**config.mk**
```make
export PLATFORM = sky130hd
export DESIGN_NAME = instability_sweep_ctrl
export DESIGN_NICKNAME = d
export VERILOG_FILES = /design/src/rtl/instability_pkg.sv /design/src/rtl/instability_drop_cmp.sv /design/src/rtl/instability_sweep_ctrl.sv
export SDC_FILE = /design/constraint.sdc
export NUM_CORES = 1
export LEC_CHECK = 0
export CAP_MARGIN = 20
export CORE_MARGIN = 4
export CORE_UTILIZATION = 35
export DETAILED_ROUTE_END_ITERATION = 10
export GPL_ROUTABILITY_DRIVEN = 0
export GPL_TIMING_DRIVEN = 0
export HOLD_SLACK_MARGIN = 0.02
export PLACE_DENSITY = 0.67
export SYNTH_ARGS = -nofsm -noshare
export SYNTH_HDL_FRONTEND = slang
export SYNTH_SLANG_ARGS = --single-unit
```
**constraint.sdc**
```tcl
create_clock -name clk -period 4 [get_ports clk]
set_clock_uncertainty 0.05 [all_clocks]
set_input_delay 0.6 -clock clk [delete_from_list [all_inputs] [get_ports clk]]
set_output_delay 0.6 -clock clk [all_outputs]
set_load 0.02 [all_outputs]
```
**src/rtl/instability_pkg.sv**
```systemverilog
// Shared types for the instability sweep controller and its drop comparator.
package instability_pkg;

    localparam int unsigned WIDTH_DEF = 10;
    localparam int unsigned IREF_MAX  = (1 << WIDTH_DEF) - 1;

    typedef logic [WIDTH_DEF-1:0] iref_t;
    typedef logic [WIDTH_DEF-1:0] q_t;

    typedef enum logic [2:0] {
        S_IDLE,
        S_SETTLE,
        S_MEASURE,
        S_EVAL,
        S_DONE,
        S_FAIL
    } state_t;

endpackage

```
**src/rtl/instability_drop_cmp.sv**
```systemverilog
// Flags a Q drop strictly larger than DELTA between two consecutive samples.
module instability_drop_cmp #(
    parameter int unsigned WIDTH = 10,
    parameter int unsigned DELTA = 50
) (
    input  logic [WIDTH-1:0] i_last_q,
    input  logic [WIDTH-1:0] i_q_cur,
    output logic             o_drop_found
);

    localparam logic [WIDTH:0] L_DELTA = (WIDTH+1)'(DELTA);

    logic [WIDTH-1:0] w_diff;

    assign w_diff       = i_last_q - i_q_cur;
    assign o_drop_found = (i_last_q > i_q_cur) && ({1'b0, w_diff} > L_DELTA);

endmodule

```
**src/rtl/instability_sweep_ctrl.sv**
```systemverilog
// Sweeps i_ref upward, measures Q per step and reports a backed-off current at the first large Q drop.
// Optional build macro INSTAB_AVG_EN: four transfers per step, averaged into q_cur.
module instability_sweep_ctrl
    import instability_pkg::*;
#(
    parameter int unsigned WIDTH        = WIDTH_DEF,
    parameter int unsigned DELTA        = 50,
    parameter int unsigned IREF_START   = 0,
    parameter int unsigned IREF_STEP    = 10,
    parameter int unsigned IREF_BACKOFF = 10,
    parameter int unsigned SETTLE_CYC   = 4,
    parameter int unsigned TIMEOUT_CYC  = 64
) (
    input  logic             clk,
    input  logic             rst,
    input  logic             start,
    input  logic             abort,
    output logic             meas_req,
    input  logic             meas_valid,
    input  logic [WIDTH-1:0] q_meas,
    output logic [WIDTH-1:0] i_ref,
    output logic [WIDTH-1:0] i_ref_setup,
    output logic             busy,
    output logic             done,
    output logic             fail
);

    localparam int unsigned SET_W = $clog2(SETTLE_CYC + 1);
    localparam int unsigned TMO_W = $clog2(TIMEOUT_CYC + 1);

    localparam logic [WIDTH-1:0] L_START    = WIDTH'(IREF_START);
    localparam logic [WIDTH-1:0] L_BACKOFF  = WIDTH'(IREF_BACKOFF);
    localparam logic [WIDTH:0]   L_STEP     = (WIDTH+1)'(IREF_STEP);
    localparam logic [WIDTH:0]   L_IREF_MAX = {1'b0, {WIDTH{1'b1}}};
    localparam logic [SET_W-1:0] L_SET_LOAD = SET_W'(SETTLE_CYC - 1);
    localparam logic [TMO_W-1:0] L_TMO_LAST = TMO_W'(TIMEOUT_CYC - 1);

    function automatic logic [WIDTH-1:0] f_sat_sub(input logic [WIDTH-1:0] a,
                                                   input logic [WIDTH-1:0] b);
        return (a > b) ? (a - b) : '0;
    endfunction

    state_t           r_state, w_state_nxt;
    logic [WIDTH-1:0] r_iref, r_setup, r_last_q, r_q_cur;
    logic             r_first;
    logic [SET_W-1:0] r_set_cnt;
    logic [TMO_W-1:0] r_tmo_cnt;

    logic             w_xfer, w_tmo, w_drop, w_step_ovf, w_start_ok, w_meas_last;
    logic [WIDTH:0]   w_iref_sum;

`ifdef INSTAB_AVG_EN
    logic [WIDTH+1:0] r_acc;
    logic [1:0]       r_xfer_cnt;
    logic [WIDTH+1:0] w_acc_sum;

    assign w_acc_sum   = r_acc + {2'b00, q_meas};
    assign w_meas_last = (r_xfer_cnt == 2'd3);
`else
    assign w_meas_last = 1'b1;
`endif

    // meas_req is a decode of the registered state, so a transfer is only possible in MEASURE
    assign w_xfer     = (r_state == S_MEASURE) && meas_valid;
    assign w_tmo      = (r_state == S_MEASURE) && !meas_valid && (r_tmo_cnt == L_TMO_LAST);
    assign w_iref_sum = {1'b0, r_iref} + L_STEP;
    assign w_step_ovf = (w_iref_sum > L_IREF_MAX);
    assign w_start_ok = start && !abort;

    instability_drop_cmp #(
        .WIDTH (WIDTH),
        .DELTA (DELTA)
    ) u_drop_cmp (
        .i_last_q     (r_last_q),
        .i_q_cur      (r_q_cur),
        .o_drop_found (w_drop)
    );

    always_ff @(posedge clk or negedge rst) begin
        if (!rst) r_state <= S_IDLE;
        else      r_state <= w_state_nxt;
    end

    always_comb begin
        w_state_nxt = r_state;
        case (r_state)
            S_IDLE, S_DONE, S_FAIL: if (w_start_ok) w_state_nxt = S_SETTLE;
            S_SETTLE: begin
                if (abort)                  w_state_nxt = S_IDLE;
                else if (r_set_cnt == '0)   w_state_nxt = S_MEASURE;
            end
            S_MEASURE: begin
                if (abort)                      w_state_nxt = S_IDLE;
                else if (w_xfer && w_meas_last) w_state_nxt = S_EVAL;
                else if (w_tmo)                 w_state_nxt = S_FAIL;
            end
            S_EVAL: begin
                if (abort)                  w_state_nxt = S_IDLE;
                else if (!r_first && w_drop) w_state_nxt = S_DONE;
                else if (w_step_ovf)        w_state_nxt = S_FAIL;
                else                        w_state_nxt = S_SETTLE;
            end
            default: w_state_nxt = S_IDLE;
        endcase
    end

    always_comb begin
        busy        = (r_state == S_SETTLE) || (r_state == S_MEASURE) || (r_state == S_EVAL);
        meas_req    = (r_state == S_MEASURE);
        done        = (r_state == S_DONE);
        fail        = (r_state == S_FAIL);
        i_ref       = r_iref;
        i_ref_setup = r_setup;
    end

    always_ff @(posedge clk or negedge rst) begin
        if (!rst) begin
            r_iref    <= L_START;
            r_setup   <= '0;
            r_last_q  <= '0;
            r_q_cur   <= '0;
            r_first   <= 1'b1;
            r_set_cnt <= '0;
            r_tmo_cnt <= '0;
`ifdef INSTAB_AVG_EN
            r_acc      <= '0;
            r_xfer_cnt <= '0;
`endif
        end else begin
            case (r_state)
                S_IDLE, S_DONE, S_FAIL: begin
                    if (w_start_ok) begin
                        r_iref    <= L_START;
                        r_first   <= 1'b1;
                        r_set_cnt <= L_SET_LOAD;
                    end
                end
                S_SETTLE: begin
                    if (abort) begin
                        r_iref <= L_START;
                    end else begin
                        r_set_cnt <= r_set_cnt - SET_W'(1);
                        r_tmo_cnt <= '0;
`ifdef INSTAB_AVG_EN
                        r_acc      <= '0;
                        r_xfer_cnt <= '0;
`endif
                    end
                end
                S_MEASURE: begin
                    if (abort) begin
                        r_iref <= L_START;
                    end else if (w_xfer) begin
`ifdef INSTAB_AVG_EN
                        if (w_meas_last) begin
                            r_q_cur <= w_acc_sum[WIDTH+1:2];
                        end else begin
                            r_acc      <= w_acc_sum;
                            r_xfer_cnt <= r_xfer_cnt + 2'd1;
                            r_tmo_cnt  <= '0;
                        end
`else
                        r_q_cur <= q_meas;
`endif
                    end else if (w_tmo) begin
                        r_setup <= '0;
                    end else begin
                        r_tmo_cnt <= r_tmo_cnt + TMO_W'(1);
                    end
                end
                S_EVAL: begin
                    if (abort) begin
                        r_iref <= L_START;
                    end else begin
                        // The first sample of a sweep only primes last_q
                        if (r_first) r_first <= 1'b0;
                        if (!r_first && w_drop) begin
                            r_setup <= f_sat_sub(r_iref, L_BACKOFF);
                        end else if (w_step_ovf) begin
                            r_setup <= '0;
                        end else begin
                            r_iref    <= w_iref_sum[WIDTH-1:0];
                            r_last_q  <= r_q_cur;
                            r_set_cnt <= L_SET_LOAD;
                        end
                    end
                end
                default: ;
            endcase
        end
    end

endmodule

```
### After elaboration in Yosys (flattened, before gate mapping)

Index checks and enable logic that the tools add are counted.

| storage, ports and cells | value |
|---|---|
| input port bits | 15 |
| logic and storage cells | 107 |
| flip-flop bits (word level) | 54 |
| output and inout bits | 24 |

| operators by class | value |
|---|---|
| equality and inequality tests | 21 |
| magnitude comparators | 4 |
| reductions and logical operators | 28 |
| $add $sub $neg | 5 |
| bitwise operators | 3 |
| muxes and demuxes | 38 |

Operators by type and width:

| operator | count |
|---|---|
| 10-bit 2-to-1 mux | 12 |
| 3-bit 2-to-1 mux | 14 |
| 10-bit case mux with 3 select lines | 1 |
| 7-bit 2-to-1 mux | 4 |
| 10-bit case mux with 2 select lines | 1 |
| 2-bit != test (second input constant) | 8 |
| 7-bit case mux with 2 select lines | 1 |
| 3-bit != test (second input constant) | 4 |
| 3-bit case mux with 4 select lines | 1 |
| 6-bit AND reduction | 2 |
| 10-bit by 4-bit adder with 11-bit output (second input constant) | 1 |
| 11-bit by 10-bit > comparator with 1-bit output (second input constant) | 1 |
| 10-bit > comparator | 1 |
| 10-bit by 4-bit > comparator with 1-bit output (second input constant) | 1 |
| 10-bit by 6-bit > comparator with 1-bit output (second input constant) | 1 |
| 5-bit AND reduction | 2 |
| 10-bit subtractor | 1 |
| 10-bit by 4-bit subtractor with 10-bit output (second input constant) | 1 |
| 3-bit case mux with 3 select lines | 1 |
| 3-bit AND reduction | 3 |
| 7-bit by 1-bit adder with 7-bit output (second input constant) | 1 |
| 7-bit by 6-bit == test with 1-bit output (second input constant) | 1 |
| 3-bit by 2-bit == test with 1-bit output (second input constant) | 2 |
| 3-bit == test (second input constant) | 2 |
| 16 further kinds | 32 |

### Longest topological paths before layout

| logic depth | value |
|---|---|
| depth after elaboration | 7 |
| mapped depth | 14 |
| depth with buffers taken out | 13 |

### Hierarchy

Synthesis repeated with hierarchy kept, for this count alone.

| unflattened totals | value |
|---|---|
| cell total of the unflattened synthesis | 346 |
| area total of the unflattened synthesis | 3380.7 µm² |

By module, submodules not included:

| module | seq. area each (µm²) | cells an instance | area each (µm²) | instances |
|---|---|---|---|---|
| instability_sweep_ctrl | 1327.5 | 269 | 2810.2 | 1 |
| instability_drop_cmp | 0.0 | 77 | 570.5 | 1 |

### Worst setup path before layout

No wires, ideal clock.

| timing | value |
|---|---|
| path kind | flip-flop to flip-flop |
| from | reg r_last_q[0] |
| to | reg r_setup[1] (netlist: i_ref_setup[1]) |
| library setup time | 128 ps |
| period minus slack after synthesis | 3211 ps |
| path buffers | 1 |
| arrival time | 3033 ps |
| setup slack | 789 ps |
| required time | 3822 ps |
| cell stages (with the launch flop) | 15 |
| path through | dfrtp_1 inv_1 ha_1 inv_1 fa_1 a211oi_2 o21bai_1 a21oi_1 xor2_1 o41ai_1 o31a_1 or2_4 a22oi_1 buf_4 mux2_1 |

| on the way | value |
|---|---|
| word-level cells in the longest chain between the ends | 7 |
| elaborated cells between the ends (all ways) | 10 |
| those cells by class | add/sub (1); order compare (2); eq/ne (1); mux (3); reduce/logical (3) |

Ends and longest elaborated chain:

| item | RTL line | source |
|---|---|---|
| start, declared | instability_sweep_ctrl.sv:44 | `logic [WIDTH-1:0] r_iref, r_setup, r_last_q, r_q_cur;` |
| start signal, assigned | instability_sweep_ctrl.sv:183 | `r_last_q <= r_q_cur;` |
| 10-bit subtractor | instability_drop_cmp.sv:15 | `assign w_diff = i_last_q - i_q_cur;` |
| 10-bit by 6-bit > comparator with 1-bit output | instability_drop_cmp.sv:16 | `assign o_drop_found = (i_last_q > i_q_cur) && ({1'b0, w_diff} > L_DELTA);` |
| 1-bit logical AND (*) | instability_drop_cmp.sv:16 |  |
| 1-bit logical AND (*) | instability_sweep_ctrl.sv:177 | `if (!r_first && w_drop) begin` |
| 10-bit 2-to-1 mux | instability_sweep_ctrl.sv:177 |  |
| 10-bit 2-to-1 mux | instability_sweep_ctrl.sv:172 | `if (abort) begin` |
| 10-bit case mux with 2 select lines | instability_sweep_ctrl.sv:130 | `case (r_state)` |
| end signal, assigned | instability_sweep_ctrl.sv:178 | `r_setup <= f_sat_sub(r_iref, L_BACKOFF);` |
| end, declared | instability_sweep_ctrl.sv:44 |  |

Mark *: on every way between the ends. The rest lies on a longest branch, timed or not. The select of a mux whose other input is x is not followed.
A chain may end at the register's enable or synchronous reset.

### Final worst setup path

| timing | value |
|---|---|
| from | reg r_last_q[0] |
| to | reg r_setup[8] (netlist: i_ref_setup[8]) |

Same word-level chain as after synthesis.

==> metrics.md <==
| Metric | Value |
|---|---|
| Register area | `0.001328 mm2` |
| Synth Flop Type | `dfrtp_1` |
| Antenna diodes | `0` |
| Slew HR | `0.5113` |
| Netlist cell types | `54` |
| Antenna viol nets, final | `0` |
| Share of layout cells above drive strength 1 | `0.08010` |
| Total GRT Usage | `0.1369` |
| Status | `finished clean` |
| Initial DRT Pass Iterations | `4` |
| CTS Root Buffer Type | `clkbuf_8` |
| Routed WL per cell | `13.63 um` |
| Vias per cell | `5.139` |
| Skew-Pair Late Insertion Delay | `0.31 ns` |
| Vias in the first global route | `2,514` |
| Final Power | `0.002321 W` |
| Pwr dens | `613.7 mW/mm2` |
| Leak | `1.731 nW` |
| Overflow after GRT | `0` |
| CTS tree | `yes` |
| Multi-input logic area | `0.001672 mm2` |
| Post-CTS Hold Buffers | `0` |
| Worst-path fanout max | `10` |
| Final min period | `3.609 ns` |
| Clock-pin slew on the worst setup and hold paths | `0.10 ns` |
| Core area | `0.008763 mm2` |
| Hold WC Path Type | `primary input to async pin` |
| Post-Route WL | `6747 um` |
| Synth Register Bits | `53` |
| DRC violations left | `0` |
| Max clock buf depth | `2` |
| Post-Syn Area per Cell | `9.250 um2` |
| Reg2reg path depth | `14` |
| Max Clk Rate | `277.0 MHz` |
| Via count | `2,544` |
| Largest net degree at the start of global routing | `36` |
| Final period util | `0.9024` |
| Final Hold Fails | `0` |
| Setup Crit Path Kind | `flip-flop to flip-flop` |
| CP Launch Type | `flip-flop` |
| IO Pins | `39` |
| PortBufs | `37` |
| Post-Syn Instances | `341` |
| Least-Margin Pin Slew | `0.7296 ns` |
| Total CTS buffers | `5` |
| DIE AREA | `0.01059 mm2` |
| Nets | `417` |
| DR iter-0 viols | `94` |
| Antenna violations before repair | `0` |
| Max_cap viols | `0` |
| Area Growth Syn to Fin | `19.91%` |
| Synthesis Warnings | `0` |
| Post-synthesis cell area | `0.003154 mm2` |
| Net Count, Synth | `372` |
| Async S/R FF share, synth | `1.000` |
| Hpwl dp | `5099 um` |
| Sink Count | `53` |
| Register area share after synthesis | `0.4209` |
| Final number of setup-violating endpoints | `0` |
| Initial core utilization | `0.3599` |
| Die H | `102.9 um` |
| Crit path arrival time | `3.75 ns` |
| Post-CTS Resized | `0` |
| Number of H-tree levels | `2` |
| FP Rows | `34` |
| Chip width | `102.9 um` |
| Unrepaired setup endpoints after global routing | `false` |
| Pins Over Slew Limit | `0` |
| Setup Fix Bufs, Post-CTS | `0` |
| EDFF count, synth | `0` |
| CP required | `4.14 ns` |
| # fillers | `843` |
| First-pass GRT wire length | `11,700 um` |
| Worst vdd ir | `0.0002373 V` |
| Setup TNS | `0 ns` |
| CP endpoint kind | `flip-flop` |
layout make-up:
cell class	count	area share
repair buffers	38	0.1019
plain buffers	15	0.01919
well taps	108	0.03573
clock inverters	2	0.009262
flip-flops and latches	53	0.3510
multi-input cells	251	0.4419
clock buffers	6	0.01919
inverters	22	0.02183
cells by family (layout without fill, tap and decap cells):
logic type / after synthesis / count (layout) / share of synthesized area
AO/OA/AOI/OAI: 73 / 73 / 0.1487
XOR/XNOR: 15 / 15 / 0.04165
adder cells (fa/ha/maj): 16 / 16 / 0.06585
buffers and inverters: 37 / 83 / 0.04918
flip-flops: 53 / 53 / 0.4209
multiplexers: 23 / 23 / 0.08092
other: 1 / 1 / 0.001189
AND/OR/NAND/NOR: 123 / 123 / 0.1916
state kept, by name (all words and copies together), names as in the netlist:
register,count
r_state,3
r_set_cnt,3
r_last_q,10
r_first,1
i_ref_setup,10
r_q_cur,10
i_ref,9
r_tmo_cnt,7
power by group:
group	internal, W	switching, W	total [W]
logic	0.000525	0.000681	0.00121
registers	0.000665	0.0000900	0.000755
clock network	0.000186	0.000173	0.000360
cells in the final DEF (no fill, tap or decap), types with 7 or more instances in the layout:
cell type / n
a21oi_1: 11
clkbuf_1: 12
clkdlybuf4s50_1: 36
dfrtp_1: 52
ha_1: 15
inv_1: 22
mux2_1: 8
mux2_2: 12
nand2_1: 32
nand3_1: 13
nor2_1: 28
nor2b_1: 10
nor3_1: 13
o21ai_0: 28
xnor2_1: 8
xor2_1: 7
cell usage after synthesis (2+ instances only):
cell type	n	share of area
a211oi_1	4	0.0095
a21o_1	4	0.0095
a21oi_1	11	0.017
a22oi_1	2	0.0048
a31oi_1	2	0.0040
and2_1	2	0.0040
and3_1	2	0.0040
buf_4	2	0.0048
clkbuf_1	11	0.013
dfrtp_1	52	0.41
ha_1	15	0.060
inv_1	22	0.026
mux2_1	8	0.029
mux2_2	12	0.043
mux2i_1	3	0.0095
nand2_1	32	0.038
nand2b_1	3	0.0060
nand3_1	13	0.021
nand4_1	3	0.0060
nor2_1	28	0.033
nor2b_1	10	0.020
nor3_1	13	0.021
nor4_1	2	0.0040
o211ai_1	5	0.012
o21ai_0	28	0.044
o21bai_1	2	0.0048
o22ai_1	2	0.0040
o311ai_1	2	0.0056
or3_1	3	0.0060
or4_1	6	0.014
xnor2_1	8	0.022
xor2_1	7	0.019
critical path, stage by stage (launching register included):
cell and delay, ns:
dfrtp_1 0.39, inv_1 0.06, ha_1 0.16, inv_1 0.07
fa_1 0.42, a211oi_2 0.28, o21bai_1 0.11, a21oi_1 0.19
xor2_1 0.16, o41ai_1 0.09, o31a_1 0.37, or2_4 0.29
a22oi_1 0.27, buf_4 0.24, mux2_1 0.34
worst paths after layout:
| path | from | end | slack, ns |
|---|---|---|---|
| setup / recovery | r_last_q[0] | i_ref_setup[8] | 0.39 |
| hold / removal | rst | r_q_cur[7] | 0.18 |
| setup reg to reg | r_last_q[0] | i_ref_setup[8] | 0.39 |
| hold reg to reg | r_last_q[2] | r_last_q[2] | 0.44 |
| max in group asynchronous | rst | r_first | 3.12 |
| min in group clk | r_last_q[2] | r_last_q[2] | 0.44 |
metal layers:
metal	track usage	wire (um)	part of all wire	vias up
met5	0	0	0	-
met4	0.04681	117	0.017	0
met3	0.02639	228	0.034	9
met2	0.2195	3199	0.47	36
met1	0.1853	3201	0.47	1215
li1	-	-	-	1284
per-stage QoR:
step,hold WS [ns],instances,utilization,setup WS [ns],area (um2)
4_1_cts,0.1860,495,0.4316,0.3884,3782
6_report,0.1771,495,0.4316,0.3905,3782
2_1_floorplan,0.2544,341,-,0.7892,3154
5_1_grt,0.2057,495,0.4316,0.07407,3782
3_3_place_gp,0.4197,486,0.4176,0.4337,3660
3_5_place_dp,0.4207,487,0.4193,0.4079,3675
Power figures use the tool's default switching activity.
==> RTL change 1, RTL diff (same flow settings) <==
The 6 states of `state_t` get a one-hot encoding in 6 bits.
--- a/src/rtl/instability_pkg.sv
+++ b/src/rtl/instability_pkg.sv
@@ -7,13 +7,13 @@
     typedef logic [WIDTH_DEF-1:0] iref_t;
     typedef logic [WIDTH_DEF-1:0] q_t;
 
-    typedef enum logic [2:0] {
-        S_IDLE,
-        S_SETTLE,
-        S_MEASURE,
-        S_EVAL,
-        S_DONE,
-        S_FAIL
+    typedef enum logic [5:0] {
+        S_IDLE    = 6'b000001,
+        S_SETTLE  = 6'b000010,
+        S_MEASURE = 6'b000100,
+        S_EVAL    = 6'b001000,
+        S_DONE    = 6'b010000,
+        S_FAIL    = 6'b100000
     } state_t;
 
 endpackage
Function: no difference found for any inputs over 10 cycles, from zero or initial values and one cycle with rst low; not proved beyond that.
==> RTL change 1 against the original RTL <==
- worst setup slack got worse by 0.0085 ns
- core utilization barely moved
- sequential cell count rose by 3
- final cell count rose by 12%
- synthesized area rose by 5.6%
- final area rose by 5.3%
- power fell by 16%
- wire length rose by 8.7%
==> RTL change 1: results (changes against the original RTL) <==
Yosys
The share of synthesized area occupied by flip-flops and latches was 42.13% (was 42.09%). The xor/xnor cell area share of the yosys netlist came to 4.469% (was 4.165%). The net count after synthesis is 410 (was 372). The most numerous cell in the Yosys netlist was sky130_fd_sc_hd__dfrtp_1 (unchanged). Largest cells by area after synthesis: sky130_fd_sc_hd__dfrtp_1, sky130_fd_sc_hd__o21ai_0, sky130_fd_sc_hd__ha_1, sky130_fd_sc_hd__nand2_1, sky130_fd_sc_hd__nor2_1 (was sky130_fd_sc_hd__dfrtp_1, sky130_fd_sc_hd__ha_1, sky130_fd_sc_hd__o21ai_0, sky130_fd_sc_hd__mux2_2, sky130_fd_sc_hd__nand2_1). The post-synthesis share of cell area spent on full adders, half adders and majority gates is 6.234% (was 6.585%).

The fraction of the mapped netlist area in compound gates was 19.45% (was 14.88%). The share of synthesized area spent on multiplexers came to 0.9388% (was 8.092%). List of most frequent post-synthesis cells: sky130_fd_sc_hd__dfrtp_1, sky130_fd_sc_hd__nand2_1, sky130_fd_sc_hd__o21ai_0 (was sky130_fd_sc_hd__dfrtp_1, sky130_fd_sc_hd__nand2_1, sky130_fd_sc_hd__nor2_1, sky130_fd_sc_hd__o21ai_0, sky130_fd_sc_hd__inv_1). The number of different library cells in the post-synthesis netlist is 62 (was 54).

STA
The final max-slew violation count is 0 (unchanged). The worst slack on hold paths was 0.1440 ns (was 0.1771 ns). The transition at the pin with the smallest max-transition slack is 1.009 ns (was 0.7296 ns).

Global routing
The largest net degree at the start of global routing is 41 (was 36). The via count of the first global-routing pass is 2677 (was 2514). The met2 track demand over resource is 23.04% (was 21.95%). The wire length of the first global-routing pass is 12650 um (was 11700 um).

The total routing usage reported by global routing came to 13.64% (was 13.69%). The most congested layer reported by global routing is met2 (unchanged). The met3 usage came to 2.878% (was 2.639%). The fraction of met1 tracks used by global routing is 17.84% (was 18.53%). The number of antenna violations at the first check in global routing is 0 (unchanged).

Critical path
The family with the most delay on the worst path was compound AO/OA/AOI/OAI gates (unchanged). The worst endpoint data arrival time is 3.75 ns (about the same). The largest incremental delay on the critical path was 0.82 ns (was 0.42 ns). The critical path's slowest cell is sky130_fd_sc_hd__o31ai_1 (was sky130_fd_sc_hd__fa_1).

Detailed routing
The met1 wire length is 3410 um (was 3201 um). The detailed route wirelength on metal3 was 290 um (was 228 um). The violation count after the first detailed-routing iteration is 122 (was 94).

The average routed wire per standard cell was 13.26 um (was 13.63 um). The wire length on met2 was 3587 um (was 3199 um). The routed via count is 2805 (was 2544).

Final layout
The share of post-route cells with drive strength above 1 is 5.425% (was 8.010%). The post-layout net count is 454 (was 417). The filler cell count is 926 (was 843).

Power
The worst IR drop on VDD is 0.2542 mV (was 0.2373 mV). The reported leakage power is 0.001795 uW (was 0.001731 uW).

Clock network
The post-CTS setup buffer count is 0 (unchanged).

Placed design
The port buffer count is 36 (was 37). The total half-perimeter wirelength after legalization and detailed placement is 5470 um (was 5099 um).

Outcome
Outcome: finished clean (unchanged).
-- RTL change 1: changes by cell type in the layout (fill, tap and decap cells not counted), moves of 5 or more --
cell / change
sky130_fd_sc_hd__o21ai_0: +20
sky130_fd_sc_hd__nand2_1: +16
sky130_fd_sc_hd__mux2_2: -11
sky130_fd_sc_hd__mux2_1: -8
sky130_fd_sc_hd__nor3_1: -8
sky130_fd_sc_hd__nor2b_1: -6
sky130_fd_sc_hd__a21oi_1: +5
sky130_fd_sc_hd__nand3_1: -5
sky130_fd_sc_hd__nand4_1: +5
-- RTL change 1: per-stage QoR --
step | area [um2] | utilization [%] | std cells | worst slack (ns) | power (uW)
after floorplan | 3332 | - | 379 | 0.9611 | 1368
after global placement | 3854 | 41.71 | 544 | 0.4532 | 1544
after detailed placement | 3869 | 41.87 | 545 | 0.4660 | 1573
after CTS | 3984 | 43.11 | 553 | 0.4274 | 1966
after global routing | 3984 | 43.11 | 553 | 0.05227 | 2106
final | 3984 | 43.11 | 553 | 0.3820 | 1944
-- RTL change 1: final timing paths --
check	start	to	depth (start not counted)
hold reg to reg	r_set_cnt[0]	r_set_cnt[0]	1
setup / recovery	r_last_q[0]	i_ref[7]	13
min in group clk	r_set_cnt[0]	r_set_cnt[0]	1
setup reg to reg	r_last_q[0]	i_ref[7]	13
hold / removal	rst	i_ref_setup[1]	1
max in group asynchronous	rst	r_first	2
-- RTL change 1: final cells by class --
cell class | instances | area share [%]
multi-input cells | 279 | 43.72
flip-flops and latches | 56 | 35.24
repair buffers | 37 | 9.422
well taps | 129 | 4.052
inverters | 25 | 2.356
plain buffers | 19 | 2.324
clock buffers | 5 | 1.727
clock inverters | 3 | 1.162
-- RTL change 1: where the power goes --
part           internal [uW]  switching [uW]  total, uW
clock                    189             196        385
sequential               666            57.7        724
combinational            343             491        835
total                   1200             745       1940
==> RTL change 2, RTL diff (same flow settings) <==
Made on the original files. Set the parameter `SETTLE_CYC` to 16 (it was 4).
--- a/src/rtl/instability_sweep_ctrl.sv
+++ b/src/rtl/instability_sweep_ctrl.sv
@@ -8,7 +8,7 @@
     parameter int unsigned IREF_START   = 0,
     parameter int unsigned IREF_STEP    = 10,
     parameter int unsigned IREF_BACKOFF = 10,
-    parameter int unsigned SETTLE_CYC   = 4,
+    parameter int unsigned SETTLE_CYC   = 16,
     parameter int unsigned TIMEOUT_CYC  = 64
 ) (
     input  logic             clk,
Behaviour: not the same (a bounded check fails within 10 cycles, from zero or initial values and one cycle with rst low).
==> RTL change 2 against the original RTL <==
- maximum frequency increased by 1.6%
- worst setup slack improved by 0.056 ns
- wire length increased by 8.7%
- global-route usage decreased by 0.31 points
- non-clock buffer count increased by 1
- power increased by 21%
- count of clock-buffer cells in the layout unchanged
- final area increased by 5.5%
- sequential cell count increased by 2
- synthesized area increased by 5.3%
- critical path type unchanged
- critical endpoint is now r_last_q[9]
==> RTL change 2: results (changes against the original RTL) <==
Yosys
The net count after synthesis is 393 (was 372). The share of synthesized area occupied by flip-flops and latches is 41.48% (was 42.09%). The fraction of the mapped netlist area in compound gates is 20.23% (was 14.88%). The post-synthesis share of cell area spent on full adders, half adders and majority gates is 6.255% (was 6.585%).

The share of synthesized area spent on multiplexers is 4.333% (was 8.092%). The gate count after technology mapping is 362 (was 341). The xor/xnor cell area share of the yosys netlist is 4.748% (was 4.165%). The number of different library cells in the post-synthesis netlist is 56 (was 54).

Global routing
The wire length of the first global-routing pass is 12590 um (was 11700 um). The via count of the first global-routing pass is 2773 (was 2514). The fraction of met1 tracks used by global routing is 17.82% (was 18.53%).

The met2 track demand over resource was 22.40% (was 21.95%).

Power
The proportion of power drawn by combinational gates is 55.6% (was 52.0%). The worst IR drop on VDD is 0.4470 mV (was 0.2373 mV). The flip-flop and latch power is 811 uW (was 755 uW). The proportion of total power due to net switching is 42.91% (was 40.71%).

The reported leakage power was 0.001726 uW (was 0.001731 uW).

Detailed routing
The average routed wire per standard cell is 13.69 um (was 13.63 um). The detailed route wirelength on metal3 is 327 um (was 228 um). The met1 wire length is 3364 um (was 3201 um). The violation count after the first detailed-routing iteration is 79 (was 94). The wire length on met2 was 3580 um (was 3199 um).

STA
The worst slack on hold paths is 0.2482 ns (was 0.1771 ns). The transition at the pin with the smallest max-transition slack is 0.8710 ns (was 0.7296 ns).

Final layout
The post-layout net count is 437 (was 417). The final standard cell count with taps included and fillers excluded is 536 (was 495).

Critical path
The critical path's slowest cell is sky130_fd_sc_hd__a311oi_2 (was sky130_fd_sc_hd__fa_1). The register-to-register setup slack was 0.45 ns (was 0.39 ns). The worst endpoint data arrival time is 3.70 ns (was 3.75 ns). The start point of the critical path is r_q_cur[0] (was r_last_q[0]). The largest incremental delay on the critical path is 0.45 ns (was 0.42 ns). The worst-case reg-to-reg path depth is 12 (was 14).

Placed design
The port buffer count is 36 (was 37). The placed cell count is 528 (was 487).

Outcome
Outcome: finished clean (unchanged).
==> RTL change 2: changes by cell type in the layout (fill, tap and decap cells not counted), sizes merged, moves of 4 or more <==
cell | unedited run | this run
mux2 | 20 | 11
o2bb2ai | 0 | 9
a21oi | 11 | 18
o21a | 1 | 8
a21o | 4 | 10
nor2 | 28 | 34
nor2b | 10 | 4
nor3 | 13 | 8
or4 | 6 | 1
buf | 6 | 10
nor3b | 1 | 5
==> RTL change 2: through the flow <==
stage	cell area (um2)	setup slack, ns
after floorplan	3321	0.9171
after global placement	3842	0.5053
after detailed placement	3857	0.4694
after CTS	3990	0.4436
after global routing	3990	0.2001
final	3990	0.4460
==> RTL change 2: cell type report <==
cell class                 instances  area (um2)
fill                             910        5250
multi-input combinational        270        1795
sequential                        55        1378
timing repair buffer              37       375.4
tap                              129       161.4
inverter                          20       75.07
clock buffer                       6       72.57
buffer                            17       72.57
clock inverter                     2       60.06
